===== src/rtl/cpu_pkg.sv =====
// Shared CPU front-end constants: opcodes and the canonical NOP encoding.
package cpu_pkg;

  localparam logic [6:0]  OPC_HALT   = 7'h7F;
  localparam logic [6:0]  OPC_JAL    = 7'h6F;
  localparam logic [6:0]  OPC_BRANCH = 7'h63;
  localparam logic [31:0] INS_NOP    = 32'h0000_0013;

endpackage


===== src/rtl/if_id_queue.sv =====
// Fetch-to-decode queue: buffers {pc, instruction} pairs, drains on flush and
// freezes permanently (until reset) once a halt instruction has been consumed.
module if_id_queue
  import cpu_pkg::*;
#(
  parameter int unsigned WIDTH = 32,
  parameter int unsigned DEPTH = 4
) (
  input  logic                       clk,
  input  logic                       rst,
  input  logic [WIDTH-1:0]           pc_in,
  input  logic [31:0]                ins_in,
  input  logic                       in_valid,
  output logic                       in_ready,
  input  logic                       flush,
  output logic                       out_valid,
  input  logic                       out_ready,
  output logic [WIDTH-1:0]           out_pc,
  output logic [31:0]                out_ins,
  output logic                       out_halt,
  output logic                       halted,
  output logic [$clog2(DEPTH+1)-1:0] level
);

  localparam int unsigned PW = $clog2(DEPTH);
  localparam int unsigned LW = $clog2(DEPTH + 1);
  localparam logic [LW-1:0] LevelFull = LW'(DEPTH);

  logic [WIDTH-1:0] pc_mem  [DEPTH];
  logic [31:0]      ins_mem [DEPTH];

  logic [PW-1:0] wr_ptr_q, wr_ptr_d;
  logic [PW-1:0] rd_ptr_q, rd_ptr_d;
  logic [LW-1:0] level_q, level_d;
  logic          halted_q, halted_d;

  logic       push, pop;
  logic [31:0] head_ins;

  // in_ready depends only on local state, rst and flush, never on out_ready.
  assign in_ready  = rst & ~flush & ~halted_q & (level_q < LevelFull);
  assign out_valid = (level_q != '0) & ~halted_q;
  assign push      = in_valid & in_ready;
  assign pop       = out_valid & out_ready;

  assign head_ins = ins_mem[rd_ptr_q];
  assign out_pc   = out_valid ? pc_mem[rd_ptr_q] : '0;
  assign out_ins  = out_valid ? head_ins : INS_NOP;
  assign out_halt = out_valid & (head_ins[6:0] == OPC_HALT);
  assign halted   = halted_q;
  assign level    = level_q;

  always_comb begin
    wr_ptr_d = wr_ptr_q;
    rd_ptr_d = rd_ptr_q;
    level_d  = level_q;
    halted_d = halted_q;
    if (flush) begin
      // A pop in the flush cycle is void, so a queued halt cannot latch here.
      wr_ptr_d = '0;
      rd_ptr_d = '0;
      level_d  = '0;
    end else begin
      if (push) wr_ptr_d = wr_ptr_q + PW'(1);
      if (pop) begin
        rd_ptr_d = rd_ptr_q + PW'(1);
        if (head_ins[6:0] == OPC_HALT) halted_d = 1'b1;
      end
      unique case ({push, pop})
        2'b10:   level_d = level_q + LW'(1);
        2'b01:   level_d = level_q - LW'(1);
        default: level_d = level_q;
      endcase
    end
  end

  always_ff @(posedge clk) begin
    if (!rst) begin
      wr_ptr_q <= '0;
      rd_ptr_q <= '0;
      level_q  <= '0;
      halted_q <= 1'b0;
    end else begin
      wr_ptr_q <= wr_ptr_d;
      rd_ptr_q <= rd_ptr_d;
      level_q  <= level_d;
      halted_q <= halted_d;
    end
  end

  // Storage is not reset; push already excludes reset, flush and halt.
  always_ff @(posedge clk) begin
    if (push) begin
      pc_mem[wr_ptr_q]  <= pc_in;
      ins_mem[wr_ptr_q] <= ins_in;
    end
  end

endmodule


===== config.mk =====
export PLATFORM = sky130hd
export DESIGN_NAME = if_id_queue
export DESIGN_NICKNAME = d
export VERILOG_FILES = /design/src/rtl/cpu_pkg.sv /design/src/rtl/if_id_queue.sv
export SDC_FILE = /design/constraint.sdc
export NUM_CORES = 1
export LEC_CHECK = 0
export ABC_AREA = 1
export CAP_MARGIN = 15
export CORE_MARGIN = 5
export CORE_UTILIZATION = 42
export CTS_BUF_LIST = sky130_fd_sc_hd__clkbuf_4 sky130_fd_sc_hd__clkbuf_8 sky130_fd_sc_hd__clkbuf_16
export CTS_CLUSTER_DIAMETER = 50
export DETAILED_ROUTE_END_ITERATION = 8
export HOLD_SLACK_MARGIN = 0.03
export PLACE_DENSITY = 0.61
export SYNTH_ARGS = -nofsm -noshare
export SYNTH_HDL_FRONTEND = slang
export SYNTH_SLANG_ARGS = --single-unit

===== constraint.sdc =====
create_clock -name clk -period 5.4 [get_ports clk]
set_clock_uncertainty 0.2 [all_clocks]
set_input_delay 1.08 -clock clk [delete_from_list [all_inputs] [get_ports clk]]
set_output_delay 1.08 -clock clk [all_outputs]
set_load 0.005 [all_outputs]

==> flow_metrics.env, run 1 <==
export IMPL_run_status="finished clean"
export IMPL_hold_ws_ns=0.274
export IMPL_critical_path_class="reg2out"
export IMPL_timing_max_transition_violations_final=0
export IMPL_numCtsBuffers=29
export IMPL_p_int_mw=3.58
export IMPL_synthDominantCellAreaShare_pct=73.5
export IMPL_antennaDiodeCount=0
export IMPL_die_span_in_y_um=168
export IMPL_ys_flop_type="edfxtp_1"
export IMPL_finish_net_count=1061
export IMPL_count_of_state_elements_after_synthesis=266
export IMPL_setup_total_negative_slack_ns=0
export IMPL_regToRegEndpoint="level[2]"
export IMPL_power_mw=4.45
export IMPL_portBuffers=139
export IMPL_grt_ovfl_total=0
export IMPL_drt_wirelength_per_cell_um=17.5
export IMPL_final_period_utilization_pct=87.1
export IMPL_yosysSeqAreaShare_pct=75.4
export IMPL_layout_cell_share_with_drive_strength_beyond_1_pct=6.85
export IMPL_timing_max_cap_violations=0
export IMPL_critical_path_startpoint_type="flop"
export IMPL_layout_setup_ws_ns=0.699
export IMPL_power_net_switching_mw=0.867
export IMPL_dp_final_hpwl_um=12900
export IMPL_first_global_vias=6527
export IMPL_gpl_final_weighted_congestion=0.752
export IMPL_clock_latency_ns=0.52
export IMPL_ir_drop_v=0.000249
export IMPL_timing_hold_worst_start="rd_ptr_q[1]"
export IMPL_detail_route_first_pass_iterations=5
export IMPL_layout_cells_non_filler=1332
export IMPL_cp_data_required_time_ns=4.12
export IMPL_overall_routing_resource_usage_pct=16.0
export IMPL_postSynthCellCount=852
export IMPL_holdPathStages=2
export IMPL_timing_max_slew_rel_slack_pct=32.5
export IMPL_cellPowerDensity_nw_per_um2=339
export IMPL_nFillCells=2062
export IMPL_timing_critical_path_fanout_max=58
export IMPL_cts_tree="yes"
export IMPL_synth_avg_cell_area_um2=12.3
export IMPL_antenna_left=0
export IMPL_multiInputGateArea_um2=2240
export IMPL_rows=57
export IMPL_clock_fmax_mhz=213
export IMPL_drc_errors=0
export IMPL_p_leak_nw=4.49
export IMPL_fin_area_um2=13100
export IMPL_postSynthNetCount=927
export IMPL_cts_htree_levels=1
export IMPL_cts_sink_count=266
export IMPL_cts_hold_repair_buffers=0
export IMPL_antenna_found_initial=1
export IMPL_synth_area_leaders="edfxtp_1 73%, nor2_1 8.6%, o21ai_0 4.9%, a21oi_1 3.4%, dfxtp_1 1.9%"
export IMPL_rsz0062_at_grt="no"
export IMPL_final_core_util_pct=53.8
export IMPL_path_clk_slew_ns=0.06
export IMPL_dp_cells=1279
export IMPL_first_pass_grt_wire_length_um=36200
export IMPL_reg2regPathDepth=12
export IMPL_vias_per_cell=4.99
export IMPL_cts_setup_buffers=0
export IMPL_p_comb_share_pct=4.6
export IMPL_ctsResizeCount=0
export IMPL_holdCritPathClass="reg2reg"
export IMPL_detail_route_iter0_violations=409
export IMPL_min_period_ns=4.70
export IMPL_worst_endpoint_arrival_ns=3.42
export IMPL_timing_reg2reg_setup_slack_ns=2.58
export IMPL_core_area_um2=24400
export IMPL_yosysWarnings=0
export IMPL_element_type_at_the_critical_path_end="output pin"
export IMPL_place_area_um2=12200
export IMPL_vias=6643
export IMPL_r2r_start="level[0]"
export IMPL_die_x_um=168
export IMPL_fp_dieArea_um2=28200
export IMPL_flow_area_growth_from_synthesis_pct=25.5
export IMPL_synth_top_cells_by_count="256 x edfxtp_1, 239 x nor2_1, 102 x o21ai_0"
export IMPL_placement_setup_worst_slack_ns=1.24
export IMPL_synth_top_cell_by_area="edfxtp_1"
export IMPL_routed_wl_um=23300
export IMPL_hold_violations=0
export IMPL_pwr_share_seq_pct=51.5
export IMPL_pin_count=140
export IMPL_synthDistinctLibCells=17
export IMPL_grt_max_degree=89
export IMPL_initial_standard_cell_utilization_of_the_core_pct=42.9
export IMPL_worst_slew_pin_transition_ns=1.01
export IMPL_netSwitchingFraction_pct=19.5
export IMPL_clockRootBuffer="clkbuf_16"
export IMPL_seq_area_um2=7890
export IMPL_setup_violations=0
export IMPL_post_synth_top_count_cell="edfxtp_1"
export IMPL_max_clock_path_buffers=3
export IMPL_synth_enable_flop_cells=256
export IMPL_async_set_reset_flop_share_out_of_synthesis_pct=0
export IMPL_power_clock_fraction_pct=43.9
export IMPL_synth_area_um2=10500
## power by group through the flow
stage	registers, mW	logic, mW	clock network (mW)
detailed placement	2.33	0.208	0
finish	2.29	0.206	1.95
global placement	2.33	0.206	0
floorplan	2.33	0.0685	0
global route	2.29	0.227	2.07
CTS	2.29	0.210	2.00
## worst max-delay path, stage by stage, from the launching register on
cell,delay [ns]
dfxtp_4,0.64
clkinv_2,0.71
buf_4,0.53
o21ai_0,0.27
a21oi_1,0.15
clkdlybuf4s50_1,0.50
## routing by layer
metal	wire, um	vias to the layer above	track usage [%]
li1	-	3254	-
met1	10300	3194	21.5
met5	20	-	0
met4	388	2	3.28
met3	1360	31	3.09
met2	11200	162	27.3
## final cells by class
| class | count | share of cell area [%] |
|---|---|---|
| timing repair buffer | 150 | 11.2 |
| multi-input combinational | 500 | 17.1 |
| clock buffer | 34 | 5.82 |
| sequential | 266 | 60.1 |
| clock inverter | 19 | 1.53 |
| inverter | 39 | 1.12 |
| tap | 324 | 3.09 |
## cells by family (layout without fill, tap and decap cells)
kind of cell	after synthesis	in the layout	share of synthesized area (%)
fa+ha+maj	6	6	0.789
compound gates	193	193	9.23
simple gates	301	301	11.1
flops	266	266	75.4
buf+inv	86	242	3.49
## placed cells by master (no fill, tap or decap)
| master | n |
|---|---|
| a21oi_1 | 71 |
| buf_4 | 11 |
| bufinv_16 | 4 |
| clkbuf_16 | 29 |
| clkbuf_4 | 5 |
| clkdlybuf4s50_1 | 139 |
| clkinv_1 | 7 |
| clkinv_2 | 4 |
| clkinv_4 | 1 |
| clkinvlp_4 | 3 |
| dfxtp_1 | 8 |
| dfxtp_2 | 1 |
| dfxtp_4 | 1 |
| edfxtp_1 | 256 |
| fa_1 | 1 |
| ha_1 | 5 |
| inv_1 | 35 |
| inv_2 | 3 |
| inv_6 | 1 |
| nand2_1 | 43 |
| nand2_2 | 1 |
| nand3_1 | 17 |
| nor2_1 | 235 |
| nor2_4 | 4 |
| nor4_2 | 1 |
| o21ai_0 | 102 |
| o21ai_1 | 20 |
## flip-flops by register name, summed over array words and instances (netlist names), named ones only
register,flops
wr_ptr_q,2
halted,1
ins_mem,128
rd_ptr_q,2
pc_mem,128
level,3
## how the worst max path moves through the flow
stage	from	to	slack [ns]
after floorplan	flush	ins_mem[0][0]	0.42
after global placement	flop	out_pc[2]	1.31
after detailed placement	flop	out_pc[2]	1.24
after CTS	flop	out_pc[2]	0.66
after global routing	flop	out_halt	0.37
final	flop	out_pc[2]	0.70
Power figures use the tool's default switching activity.
==> inputs of run 2 (changes only) <==
--- a/config.mk
+++ b/config.mk
@@ -7,13 +7,16 @@
 export LEC_CHECK = 0
 export ABC_AREA = 1
 export CAP_MARGIN = 15
+export CELL_PAD_IN_SITES_DETAIL_PLACEMENT = 0
+export CELL_PAD_IN_SITES_GLOBAL_PLACEMENT = 1
 export CORE_MARGIN = 5
 export CORE_UTILIZATION = 42
 export CTS_BUF_LIST = sky130_fd_sc_hd__clkbuf_4 sky130_fd_sc_hd__clkbuf_8 sky130_fd_sc_hd__clkbuf_16
 export CTS_CLUSTER_DIAMETER = 50
+export CTS_CLUSTER_SIZE = 16
 export DETAILED_ROUTE_END_ITERATION = 8
 export HOLD_SLACK_MARGIN = 0.03
-export PLACE_DENSITY = 0.61
+export PLACE_DENSITY = 0.83
 export SYNTH_ARGS = -nofsm -noshare
 export SYNTH_HDL_FRONTEND = slang
 export SYNTH_SLANG_ARGS = --single-unit
==> flow_metrics.env, run 2 (synthesized netlist as in run 1, its figures left out) <==
export IMPL_setup_total_negative_slack_ns=0
export IMPL_grt_ovfl_total=0
export IMPL_clock_fmax_mhz=232
export IMPL_core_area_um2=24400
export IMPL_cts_hold_repair_buffers=0
export IMPL_detail_route_first_pass_iterations=5
export IMPL_numCtsBuffers=26
export IMPL_critical_path_class="reg2out"
export IMPL_p_comb_share_pct=4.8
export IMPL_power_clock_fraction_pct=41.4
export IMPL_ir_drop_v=0.000191
export IMPL_p_leak_nw=4.44
export IMPL_dp_final_hpwl_um=12800
export IMPL_die_x_um=168
export IMPL_worstPathBufferInverterCount=2
export IMPL_grt_max_degree=69
export IMPL_gpl_final_weighted_congestion=0.764
export IMPL_first_global_vias=6544
export IMPL_maxUsedRoutingLayer="met5"
export IMPL_clockRootBuffer="clkbuf_16"
export IMPL_antenna_left=0
export IMPL_worst_endpoint_arrival_ns=3.03
export IMPL_timing_max_transition_violations_final=0
export IMPL_routed_wl_um=22800
export IMPL_nFillCells=2063
export IMPL_vias=6659
export IMPL_crit_path_cell_trace="buf_4, nor2_1, nor2_1, nand2_1, nand2_1, nand2_1, nor2_1, nand2_1, nor2_1, clkdlybuf4s50_1"
export IMPL_dp_cells=1281
export IMPL_critical_path_startpoint_type="flop"
export IMPL_rsz0062_at_grt="no"
export IMPL_worst_slew_pin_transition_ns=1.13
export IMPL_detail_route_wirelength_met1_um=9950
export IMPL_met3_wirelength_um=1530
export IMPL_layout_common_cells="256 x edfxtp_1, 235 x nor2_1, 139 x clkdlybuf4s50_1"
export IMPL_max_clock_path_buffers=3
export IMPL_antennaDiodeCount=0
export IMPL_vias_per_cell=5.02
export IMPL_path_clk_slew_ns=0.07
export IMPL_p_int_mw=3.36
export IMPL_timing_critical_path_slowest_stage_cell="dfxtp_4"
export IMPL_die_span_in_y_um=168
export IMPL_overall_routing_resource_usage_pct=15.7
export IMPL_hold_violations=0
export IMPL_drc_errors=0
export IMPL_cts_tree="yes"
export IMPL_cts_setup_buffers=0
export IMPL_power_net_switching_mw=0.893
export IMPL_detail_route_iter0_violations=459
export IMPL_pwr_share_seq_pct=53.8
export IMPL_cellPowerDensity_nw_per_um2=326
export IMPL_ctsResizeCount=0
export IMPL_initial_standard_cell_utilization_of_the_core_pct=42.9
export IMPL_holdCritPathClass="reg2reg"
export IMPL_timing_critical_path_max_delay_family="buffers and inverters"
export IMPL_critical_path_max_stage_delay_ns=0.69
export IMPL_drt_wirelength_per_cell_um=17.2
export IMPL_cts_sink_count=266
export IMPL_antenna_found_initial=1
export IMPL_flow_area_growth_from_synthesis_pct=24.8
export IMPL_finish_net_count=1060
export IMPL_timing_critical_path_fanout_max=51
export IMPL_pin_count=140
export IMPL_clock_latency_ns=0.53
export IMPL_layout_commonest_cell="edfxtp_1"
export IMPL_timing_max_cap_violations=0
export IMPL_rows=57
export IMPL_portBuffers=139
export IMPL_timing_max_slew_rel_slack_pct=24.2
export IMPL_netSwitchingFraction_pct=21.0
export IMPL_wl_met2_um=10900
export IMPL_run_status="finished clean"
export IMPL_fp_dieArea_um2=28200
export IMPL_min_period_ns=4.31
export IMPL_element_type_at_the_critical_path_end="output pin"
export IMPL_first_pass_grt_wire_length_um=35700
export IMPL_layout_cell_share_with_drive_strength_beyond_1_pct=6.78
export IMPL_cp_data_required_time_ns=4.12
export IMPL_final_period_utilization_pct=79.8
export IMPL_layout_cells_non_filler=1327
export IMPL_cts_htree_levels=1
export IMPL_setup_violations=0
## run 2: power by group through the flow
| stage | Combinational (mW) | Sequential, mW | Clock, mW |
|---|---|---|---|
| after floorplan | 0.0685 | 2.33 | 0 |
| after global placement | 0.204 | 2.33 | 0 |
| after detailed placement | 0.206 | 2.33 | 0 |
| after CTS | 0.207 | 2.29 | 1.80 |
| after global routing | 0.225 | 2.29 | 1.89 |
| final | 0.204 | 2.29 | 1.76 |
## run 2: worst paths after layout
kind / startpoint / end / slack [ns] / cells after the start
worst max-delay path: flop / out_halt / 1.09 / 10
worst min-delay path: rd_ptr_q[1] / flop / 0.27 / 2
worst max register to register: level[0] / level[2] / 2.24 / 12
worst min register to register: rd_ptr_q[1] / flop / 0.27 / 2
## run 2: final cells by class
class	count	area [um^2]	share of cell area, %
sequential	266	7890	60.5
multi-input combinational	500	2240	17.2
timing repair buffer	152	1530	11.7
clock buffer	27	676	5.18
tap	324	405	3.11
clock inverter	19	166	1.27
inverter	39	148	1.13
## run 2: layer usage
layer	GRT usage [%]	vias up
li1	-	3250
met1	21.4	3186
met2	26.2	191
met3	3.33	30
met4	3.67	2
met5	0	-
## run 2: per-stage QoR
stage	worst slack (ns)	total power [mW]	hold slack (ns)	utilization [%]	cell area, um^2
finish	1.09	4.25	0.270	53.5	13100
global route	0.791	4.40	0.290	53.5	13100
CTS	1.03	4.30	0.269	53.5	13100
detailed placement	1.61	2.54	0.258	50.1	12200
global placement	1.59	2.53	0.247	50.1	12200
floorplan	0.421	2.40	0.242	-	10500
## run 2: worst reg2reg max path: cells and delay by family (launching register included)
family | cells | cell delay, ns
AO/OA/AOI/OAI | 4 | 0.48
adder cells (fa/ha/maj) | 2 | 0.59
buffers and inverters | 3 | 0.35
flip-flops | 1 | 0.34
AND/OR/NAND/NOR | 3 | 1.09
